--- src/rtl/mesh_pkg.sv ---
// Shared constants for the mesh result drain path: word width, default column
// height and the clog2 helper used to size the row index.
package mesh_pkg;

  localparam int WORD_W         = 8;
  localparam int N_ROWS_DEFAULT = 4;

  function automatic int clog2(input int v);
    int r;
    r = 0;
    for (int i = 0; i < 31; i++) begin
      if ((32'sd1 <<< i) < v) r = i + 1;
    end
    return r;
  endfunction

endpackage

--- src/rtl/mesh_result_bank.sv ---
// Two-bank ping-pong store for captured mesh waves: write/read pointers,
// occupancy count, free-slot decision and the sticky overrun flag.
module mesh_result_bank
  import mesh_pkg::*;
#(
  parameter int N_ROWS = N_ROWS_DEFAULT
) (
  input  logic                     clk_i,
  input  logic                     rst_ni,
  input  logic                     cap_i,
  input  logic [N_ROWS*WORD_W-1:0] data_i,
  input  logic                     pop_last_i,
  output logic [N_ROWS*WORD_W-1:0] rd_data_o,
  output logic [1:0]               count_o,
  output logic                     ovr_o
);

  logic [N_ROWS*WORD_W-1:0] bank_q [2];
  logic                     wp_q;
  logic                     rp_q;
  logic [1:0]               count_q;
  logic [1:0]               count_d;
  logic                     ovr_q;
  logic                     free;
  logic                     accept;

  // A full store still has room when the head wave retires on this same edge.
  always_comb begin
    free    = (count_q != 2'd2) || pop_last_i;
    accept  = cap_i && free;
    count_d = count_q + {1'b0, accept} - {1'b0, pop_last_i};
  end

  always_ff @(posedge clk_i or negedge rst_ni) begin
    if (!rst_ni) begin
      bank_q[0] <= '0;
      bank_q[1] <= '0;
      wp_q      <= 1'b0;
      rp_q      <= 1'b0;
      count_q   <= 2'd0;
      ovr_q     <= 1'b0;
    end else begin
      if (accept) begin
        bank_q[wp_q] <= data_i;
        wp_q         <= ~wp_q;
      end
      if (pop_last_i) rp_q <= ~rp_q;
      if (cap_i && !free) ovr_q <= 1'b1;
      count_q <= count_d;
    end
  end

  assign rd_data_o = bank_q[rp_q];
  assign count_o   = count_q;
  assign ovr_o     = ovr_q;

endmodule

--- src/rtl/mesh_result_drain.sv ---
// Serialises captured mesh column results over a valid/ready stream.
// Define MESH_DRAIN_CHKSUM_EN to append a per-wave modulo-256 checksum word.
module mesh_result_drain
  import mesh_pkg::*;
#(
  parameter int N_ROWS = N_ROWS_DEFAULT,
  parameter int IDX_W  = clog2(N_ROWS + 1)
) (
  input  logic                     CLK,
  input  logic                     RST,
  input  logic                     CAP,
  input  logic [N_ROWS*WORD_W-1:0] MTX_IN,
  output logic [WORD_W-1:0]        OUT_DATA,
  output logic [IDX_W-1:0]         OUT_IDX,
  output logic                     OUT_LAST,
  output logic                     OUT_VALID,
  input  logic                     OUT_READY,
  output logic                     BUSY,
  output logic                     OVR
);

`ifdef MESH_DRAIN_CHKSUM_EN
  localparam int LAST_IDX = N_ROWS;
`else
  localparam int LAST_IDX = N_ROWS - 1;
`endif

  logic [N_ROWS*WORD_W-1:0] rd_data;
  logic [1:0]               count;
  logic [IDX_W-1:0]         idx_q;
  logic [IDX_W-1:0]         idx_d;
  logic                     valid;
  logic                     xfer;
  logic                     at_last;
  logic                     pop_last;
  logic [WORD_W-1:0]        row_word;
  logic [WORD_W-1:0]        chk_sum;

  mesh_result_bank #(
    .N_ROWS(N_ROWS)
  ) u_bank (
    .clk_i     (CLK),
    .rst_ni    (RST),
    .cap_i     (CAP),
    .data_i    (MTX_IN),
    .pop_last_i(pop_last),
    .rd_data_o (rd_data),
    .count_o   (count),
    .ovr_o     (OVR)
  );

  always_comb begin
    valid    = (count != 2'd0);
    xfer     = valid && OUT_READY;
    at_last  = (idx_q == IDX_W'(LAST_IDX));
    pop_last = xfer && at_last;
    idx_d    = idx_q;
    if (xfer) idx_d = at_last ? '0 : idx_q + 1'b1;
  end

  always_comb begin
    row_word = '0;
    chk_sum  = '0;
    for (int r = 0; r < N_ROWS; r++) begin
      if (idx_q == IDX_W'(r)) row_word = rd_data[r*WORD_W +: WORD_W];
      chk_sum = chk_sum + rd_data[r*WORD_W +: WORD_W];
    end
  end

  always_ff @(posedge CLK or negedge RST) begin
    if (!RST) idx_q <= '0;
    else      idx_q <= idx_d;
  end

  // Everything below is a pure mux of registered state; OUT_READY only steers idx_d.
`ifdef MESH_DRAIN_CHKSUM_EN
  assign OUT_DATA = (idx_q == IDX_W'(N_ROWS)) ? chk_sum : row_word;
`else
  assign OUT_DATA = row_word;
`endif
  assign OUT_IDX   = idx_q;
  assign OUT_LAST  = valid && at_last;
  assign OUT_VALID = valid;
  assign BUSY      = valid;

endmodule
--- config.mk ---
export PLATFORM = sky130hd
export DESIGN_NAME = mesh_result_drain
export DESIGN_NICKNAME = d
export VERILOG_FILES = /design/src/rtl/mesh_pkg.sv /design/src/rtl/mesh_result_bank.sv /design/src/rtl/mesh_result_drain.sv
export SDC_FILE = /design/constraint.sdc
export NUM_CORES = 1
export LEC_CHECK = 0
export BUFFER_PORTS_ARGS = -buffer_cell sky130_fd_sc_hd__buf_2
export CAP_MARGIN = 20
export CELL_PAD_IN_SITES_DETAIL_PLACEMENT = 0
export CELL_PAD_IN_SITES_GLOBAL_PLACEMENT = 1
export CORE_MARGIN = 3
export CORE_UTILIZATION = 47
export DETAILED_ROUTE_END_ITERATION = 10
export PLACE_DENSITY_LB_ADDON = 0.12
export SETUP_SLACK_MARGIN = 0.05
export SYNTH_ARGS = -nofsm -noshare
export SYNTH_HDL_FRONTEND = slang
export SYNTH_SLANG_ARGS = --single-unit
--- constraint.sdc ---
create_clock -name CLK -period 2.25 [get_ports CLK]
set_clock_uncertainty 0.2 [all_clocks]
set_input_delay 0.225 -clock CLK [delete_from_list [all_inputs] [get_ports CLK]]
set_output_delay 0.225 -clock CLK [all_outputs]
set_load 0.01 [all_outputs]
==> flow_metrics.py, run 1 <==
metrics = {
    "run_status": {
        "outcome": "complete, but fails checks",
        "violations": "negative setup slack",
    },
    "timing": {
        "relSlewSlack_pct": 55.3,
        "setup_viol": 8,
        "worst_slack_ns": -0.163,
        "period_needed_ns": 2.41,
        "rsz0062_at_grt": "yes",
        "fmax_ghz": 0.414,
        "fin_hold_ws_ns": 0.252,
        "worst_pin_slew_ns": 0.670,
        "slew_violations": 0,
        "min_period_over_period_pct": 107,
        "finalHoldViolations": 0,
    },
    "placement": {
        "port_buffers": 50,
        "place_congestion": 0.756,
        "hpwl_um": 5020,
    },
    "final_layout": {
        "n_fill_cell": 498,
        "area_growth_pct": 35.9,
        "fin_nets": 393,
        "diodes": 0,
        "layout_common_cells": "76 x mux2_2, 72 x dfrtp_1, 50 x buf_2",
        "layout_commonest_cell": "mux2_2",
        "drive_above_1_share_pct": 54.8,
    },
    "critical_path": {
        "rrSetupSlack_ns": 0.13,
        "crit_required_ns": 1.82,
        "cp-start-kind": "flip-flop",
        "worst-path-max-fanout": 8,
        "end_kind": "output pin",
        "criticalPathCategory": "reg -> out",
        "cp.arrival_ns": 1.99,
        "r2r_cells": 8,
    },
    "die": {
        "die_h_um": 91.7,
        "row_count": 30,
        "coreArea_um2": 6940,
        "initial_utilization_pct": 49.7,
        "die_w_um": 91.7,
        "num_io_pins": 51,
        "dieArea_um2": 8410,
    },
    "yosys": {
        "ys_seq_elements": 72,
        "syn_area_um2": 3450,
        "synth_cell_type_count": 34,
        "seq_area_frac_synth_pct": 52.2,
        "syn_area_per_cell_um2": 14.0,
        "netlist_instances": 247,
        "synth.net_count": 288,
        "yosys_warnings": 0,
    },
    "route": {
        "routed_via_density": 5.08,
        "wl_per_cell_um": 16.7,
        "dr.pass1.iters": 4,
        "drt_iter0_markers": 45,
        "drtAntennaViolNets": 0,
        "wirelength_um": 7540,
        "drc": 0,
        "via_count": 2297,
    },
    "global_route": {
        "grt_pass1_vias": 2434,
        "grt_usage_pct": 19.2,
        "grt_pass1_wl_um": 12600,
        "grt.overflow.total": 0,
        "grt_max_degree": 33,
        "antenna_found_initial": 0,
    },
    "clock_tree": {
        "tritoncts": "done",
        "htree_levels": 3,
        "insertion_delay_ns": 0.34,
        "cts_buffers": 9,
        "cts_root_buf": "clkbuf_8",
        "clock_path_buffers": 2,
        "clk_pin_slew_ns": 0.08,
        "clkSinkCount": 72,
    },
    "job": {
        "drv_cap": 0,
    },
    "power_and_ir_drop": {
        "ir_drop_v": 0.000669,
        "leakage_nw": 2.02,
        "p_total_mw": 6.93,
        "power.density_nw_per_um2": 1480,
    },
    "worst_hold_path": {
        "hold_path.class": "in -> async",
    },
}
==> critical path, stage by stage (launching register included) <==
cell and delay, ns:
dfrtp_1 0.43, inv_2 0.09, buf_6 0.10, ha_4 0.12, nor3b_4 0.19, buf_6 0.17
a22oi_2 0.08, a221oi_2 0.27, buf_2 0.18
==> Yosys cell counts, drive strengths merged <==
| library cell | count | share of area (%) |
|---|---|---|
| a211oi | 8 | 1.7 |
| a21boi | 1 | 0.22 |
| a21oi | 3 | 1.1 |
| a221oi | 8 | 2.0 |
| a22oi | 8 | 1.7 |
| a31o | 1 | 0.25 |
| a31oi | 1 | 0.18 |
| and2 | 1 | 0.18 |
| and2b | 1 | 0.25 |
| buf | 12 | 3.0 |
| clkbuf | 2 | 0.33 |
| dfrtp | 72 | 52 |
| ha | 5 | 1.8 |
| inv | 4 | 0.43 |
| mux2 | 80 | 26 |
| mux2i | 8 | 2.3 |
| nand2 | 5 | 0.54 |
| nand2b | 3 | 0.54 |
| nand3b | 1 | 0.58 |
| nor2 | 1 | 0.11 |
| nor2b | 10 | 1.8 |
| nor3b | 2 | 0.58 |
| o21ai | 4 | 0.58 |
| or2 | 1 | 0.18 |
| xnor2 | 3 | 0.76 |
| xor2 | 2 | 0.51 |
==> logic make-up (layout without fill, tap and decap cells) <==
| kind of cell | after synthesis | in the layout | synth area share [%] |
|---|---|---|---|
| DFF | 72 | 72 | 52.2 |
| adders and majority gates | 5 | 5 | 1.81 |
| and+or+nand+nor | 25 | 25 | 4.78 |
| buffers and inverters | 18 | 127 | 3.77 |
| xor gates and xnor gates | 5 | 5 | 1.27 |
| muxes | 88 | 88 | 28.4 |
| AOI/OAI and AO/OA | 34 | 34 | 7.82 |
==> metrics by stage <==
stage	area [µm²]	instances	utilization, %	setup slack (ns)	setup TNS, ns
after floorplan	3450	247	-	0.251	0
after CTS	4600	448	66.2	-0.186	-1.25
final	4700	452	67.6	-0.163	-1.04
after detailed placement	3890	396	56.0	-0.0214	-0.0673
after global routing	4700	452	67.6	-0.236	-1.72
after global placement	3890	396	56.0	0.0518	0
==> cell type report <==
cell class | instances | area (µm²) | area share (%)
Inverter | 4 | 20.0 | 0.426
Sequential cell | 72 | 1800 | 38.4
Timing Repair Buffer | 108 | 850 | 18.1
Multi-Input combinational cell | 157 | 1700 | 36.2
Clock buffer | 12 | 165 | 3.52
Tap cell | 96 | 120 | 2.56
Clock inverter | 3 | 40.0 | 0.853
==> flip-flops by register name, summed over array words and instances, names as in the netlist <==
signal          count
OUT_IDX             3
u_bank.rp_q         1
u_bank.ovr_o        1
u_bank.wp_q         1
u_bank.count_o      2
u_bank.bank_q      64
==> metal layers <==
| layer | track usage, % | vias up | share of wire [%] |
|---|---|---|---|
| met5 | 0 | - | 0 |
| met3 | 3.61 | 11 | 2.9 |
| met2 | 29.6 | 36 | 48 |
| li1 | - | 1104 | - |
| met1 | 26.7 | 1146 | 48 |
| met4 | 7.80 | 0 | 1.8 |
==> final timing paths <==
kind	startpoint	to
worst min-delay path	RST	u_bank.bank_q[11]
min in group CLK	u_bank.ovr_o	u_bank.ovr_o
max in group asynchronous	RST	u_bank.bank_q[19]
worst max register to register	OUT_IDX[0]	u_bank.count_o[1]
worst max-delay path	OUT_IDX[0]	OUT_DATA[7]
worst min register to register	u_bank.ovr_o	u_bank.ovr_o
==> timing repair <==
item,4_1_cts,5_1_grt
buffers inserted,2,4
hold buffers,35,0
endpoints found under the hold margin,90,0
pin swaps,8,7
setup endpoints to repair,8,9
gates resized for setup,28,13
==> power breakdown <==
group          switching (mW)  leakage (nW)  internal (mW)
combinational            1.62          1.06           1.94
sequential              0.359         0.846           1.96
clock                   0.467         0.108          0.594
total                    2.44          2.02           4.49
Note: power is estimated with default switching activity, not from simulation.
==> run 2: changes to the inputs <==
- SYNTH_HIERARCHICAL: not set -> 1
==> run 2 against run 1 <==
Net effect:
- the flow still finishes with violations (negative setup slack)
- sequential cell count did not move
- combinational power rose by 20%
- setup slack improved by 0.070 ns
- first-iteration DRC count rose to 2.9 times the previous value
- hold slack got worse by 0.018 ns
- sequential power barely moved
- die area rose by 4.6%
- critical path type unchanged
- fmax rose by 3.0%
- clock-buffer cell count fell by 3
- critical path depth fell by 3
- core utilization fell by 0.25 points
==> flow_metrics.py, run 2 <==
metrics = {
    "timing": {
        "period_needed_ns": 2.34,
        "worst_pin_slew_ns": 0.628,
        "setup_viol": 8,
        "fmax_ghz": 0.427,
        "relSlewSlack_pct": 58.0,
        "finalHoldViolations": 0,
        "rsz0062_at_grt": "yes",
        "min_period_over_period_pct": 104,
        "worst_slack_ns": -0.0926,
        "slew_violations": 0,
        "fin_hold_ws_ns": 0.234,
    },
    "final_layout": {
        "n_fill_cell": 578,
        "drive_above_1_share_pct": 56.4,
        "regMostFlops": "u_bank/bank_q",
        "diodes": 0,
        "layout_common_cells": "71 x dfrtp_1, 52 x mux2_2, 50 x buf_2",
        "layout_commonest_cell": "dfrtp_1",
        "largest_reg_flops": 64,
        "area_growth_pct": 36.9,
        "utilization_pct": 67.4,
        "fin_nets": 418,
    },
    "placement": {
        "pre_cts_ws_ns": -0.133,
        "place_congestion": 0.703,
        "port_buffers": 50,
        "hpwl_um": 5000,
    },
    "route": {
        "drt_iter0_markers": 129,
        "drc": 0,
        "via_count": 2452,
        "wl_per_cell_um": 18.1,
        "drtAntennaViolNets": 0,
        "dr.pass1.iters": 4,
        "wirelength_um": 8700,
        "routed_via_density": 5.11,
    },
    "critical_path": {
        "crit_required_ns": 1.82,
        "end_kind": "output pin",
        "cp-start-kind": "flip-flop",
        "criticalPathCategory": "reg -> out",
        "crit_path_top_delay_cell": "dfrtp_2",
        "crit_family": "flip-flops",
        "path_cells": "buf_12 -> mux2_2 -> a221oi_4 -> o21ai_1 -> buf_2",
        "slowest_delay_ns": 0.44,
        "timing.rr.start": "OUT_IDX[1]",
        "worst-path-max-fanout": 11,
        "crit_path_start": "u_bank/rp_q",
        "worst-path-buf-inv": 2,
        "cp.arrival_ns": 1.92,
    },
    "global_route": {
        "antenna_found_initial": 0,
        "grt_pass1_vias": 2610,
        "grt_max_degree": 73,
        "grt_usage_pct": 20.5,
        "grt.overflow.total": 0,
        "grt_pass1_wl_um": 13700,
    },
    "yosys": {
        "synth_cell_type_count": 31,
        "yosysMostFrequentCell": "dfrtp_1",
        "synth_area_leader_cell": "dfrtp_1",
        "syn_area_um2": 3630,
        "synth_edf_count": 0,
        "ys_seq_elements": 72,
        "synth.net_count": 305,
        "netlist_instances": 263,
        "yosys_warnings": 6,
        "ys.flop_type": "dfrtp_1",
        "seq_area_frac_synth_pct": 49.7,
        "synth_top_cell_area_share_pct": 49.7,
        "synth_commonest_cells": "72 x dfrtp_1, 60 x mux2_2, 22 x mux2_4",
        "syn_area_per_cell_um2": 13.8,
        "async_flop_share_pct": 100,
        "synth.area.top_cells": "dfrtp_1 50%, mux2_2 19%, mux2_4 9.1%, o2bb2ai_1 3.4%, a221oi_2 3.3%",
    },
    "die": {
        "coreArea_um2": 7370,
        "die_h_um": 93.8,
        "die_w_um": 93.8,
        "initial_utilization_pct": 49.2,
        "dieArea_um2": 8810,
        "row_count": 31,
        "num_io_pins": 51,
    },
    "run_status": {
        "violations": "negative setup slack",
        "outcome": "complete, but fails checks",
    },
    "clock_tree": {
        "cts_buffers": 9,
        "tritoncts": "done",
        "insertion_delay_ns": 0.35,
        "htree_levels": 3,
        "cts_root_buf": "clkbuf_8",
        "clkSinkCount": 72,
        "clock_path_buffers": 2,
        "clk_pin_slew_ns": 0.08,
    },
    "power_and_ir_drop": {
        "ir_drop_v": 0.000722,
        "power.density_nw_per_um2": 1530,
        "leakage_nw": 2.20,
    },
    "job": {
        "drv_cap": 0,
    },
    "worst_hold_path": {
        "hold_path.class": "in -> async",
    },
}
run 2: final cells by class:
| class | count | area [µm²] | area share, % |
|---|---|---|---|
| clock buffers | 9 | 124 | 2.49 |
| repair buffers | 115 | 925 | 18.6 |
| inverters | 5 | 21.3 | 0.428 |
| clock inverters | 7 | 72.6 | 1.46 |
| well taps | 99 | 124 | 2.49 |
| flip-flops and latches | 72 | 1800 | 36.3 |
| multi-input cells | 173 | 1900 | 38.2 |
run 2: worst min-delay path: cells and delay by family:
family                 cells  cell delay, ns
buffers and inverters      3            0.97
run 2: final timing paths:
check                      cells after the start                end  slack, ns
min in group CLK                               1       u_bank/ovr_o       0.28
max reg2reg                                    7  u_bank/bank_q[45]       0.14
max in group asynchronous                      3        u_bank/rp_q       1.30
max                                            5        OUT_DATA[0]      -0.09
min reg2reg                                    1       u_bank/ovr_o       0.28
min                                            3  u_bank/bank_q[11]       0.23
run 2: power by group:
part	switching [mW]	total, mW	internal [mW]
logic	1.90	4.26	2.37
registers	0.370	2.32	1.95
clock network	0.517	1.03	0.511
run 2: what timing repair did:
| action | in CTS | in global routing |
|---|---|---|
| gates resized for setup | 17 | 18 |
| setup endpoints to repair | 57 | 20 |
| hold buffers | 35 | 0 |
| buffers inserted | 1 | 9 |
| endpoints found under the hold margin | 139 | 0 |
| cloned | 2 | 2 |
| pin swaps | 4 | 7 |
run 2: cells by family (layout without fill, tap and decap cells):
family,after synthesis,count (layout),synth area share [%]
xor gates and xnor gates,4,4,0.966
muxes,82,82,27.7
adders and majority gates,6,6,2.07
AOI/OAI and AO/OA,43,43,9.70
DFF,72,72,49.7
buffers and inverters,21,136,4.24
and+or+nand+nor,35,38,5.59
run 2: per-layer routing:
layer  GRT usage [%]  routed length (µm)  up-vias
li1                -                   -     1178
met1            28.5                4110     1208
met2            32.2                4090       58
met3            5.05                 390        8
met4            5.42                 104        0
met5               0                   0        -
run 2: through the flow:
step           std cells   TNS, ns  power, mW  instance area, µm²
3_5_place_dp         415     -3.63       5.76                4090
5_1_grt              480    -0.906       8.05                4960
3_3_place_gp         415     -2.08       5.70                4090
4_1_cts              469    -0.701       7.24                4770
6_report             480    -0.479       7.61                4960
2_1_floorplan        263  -0.00624       4.84                3690
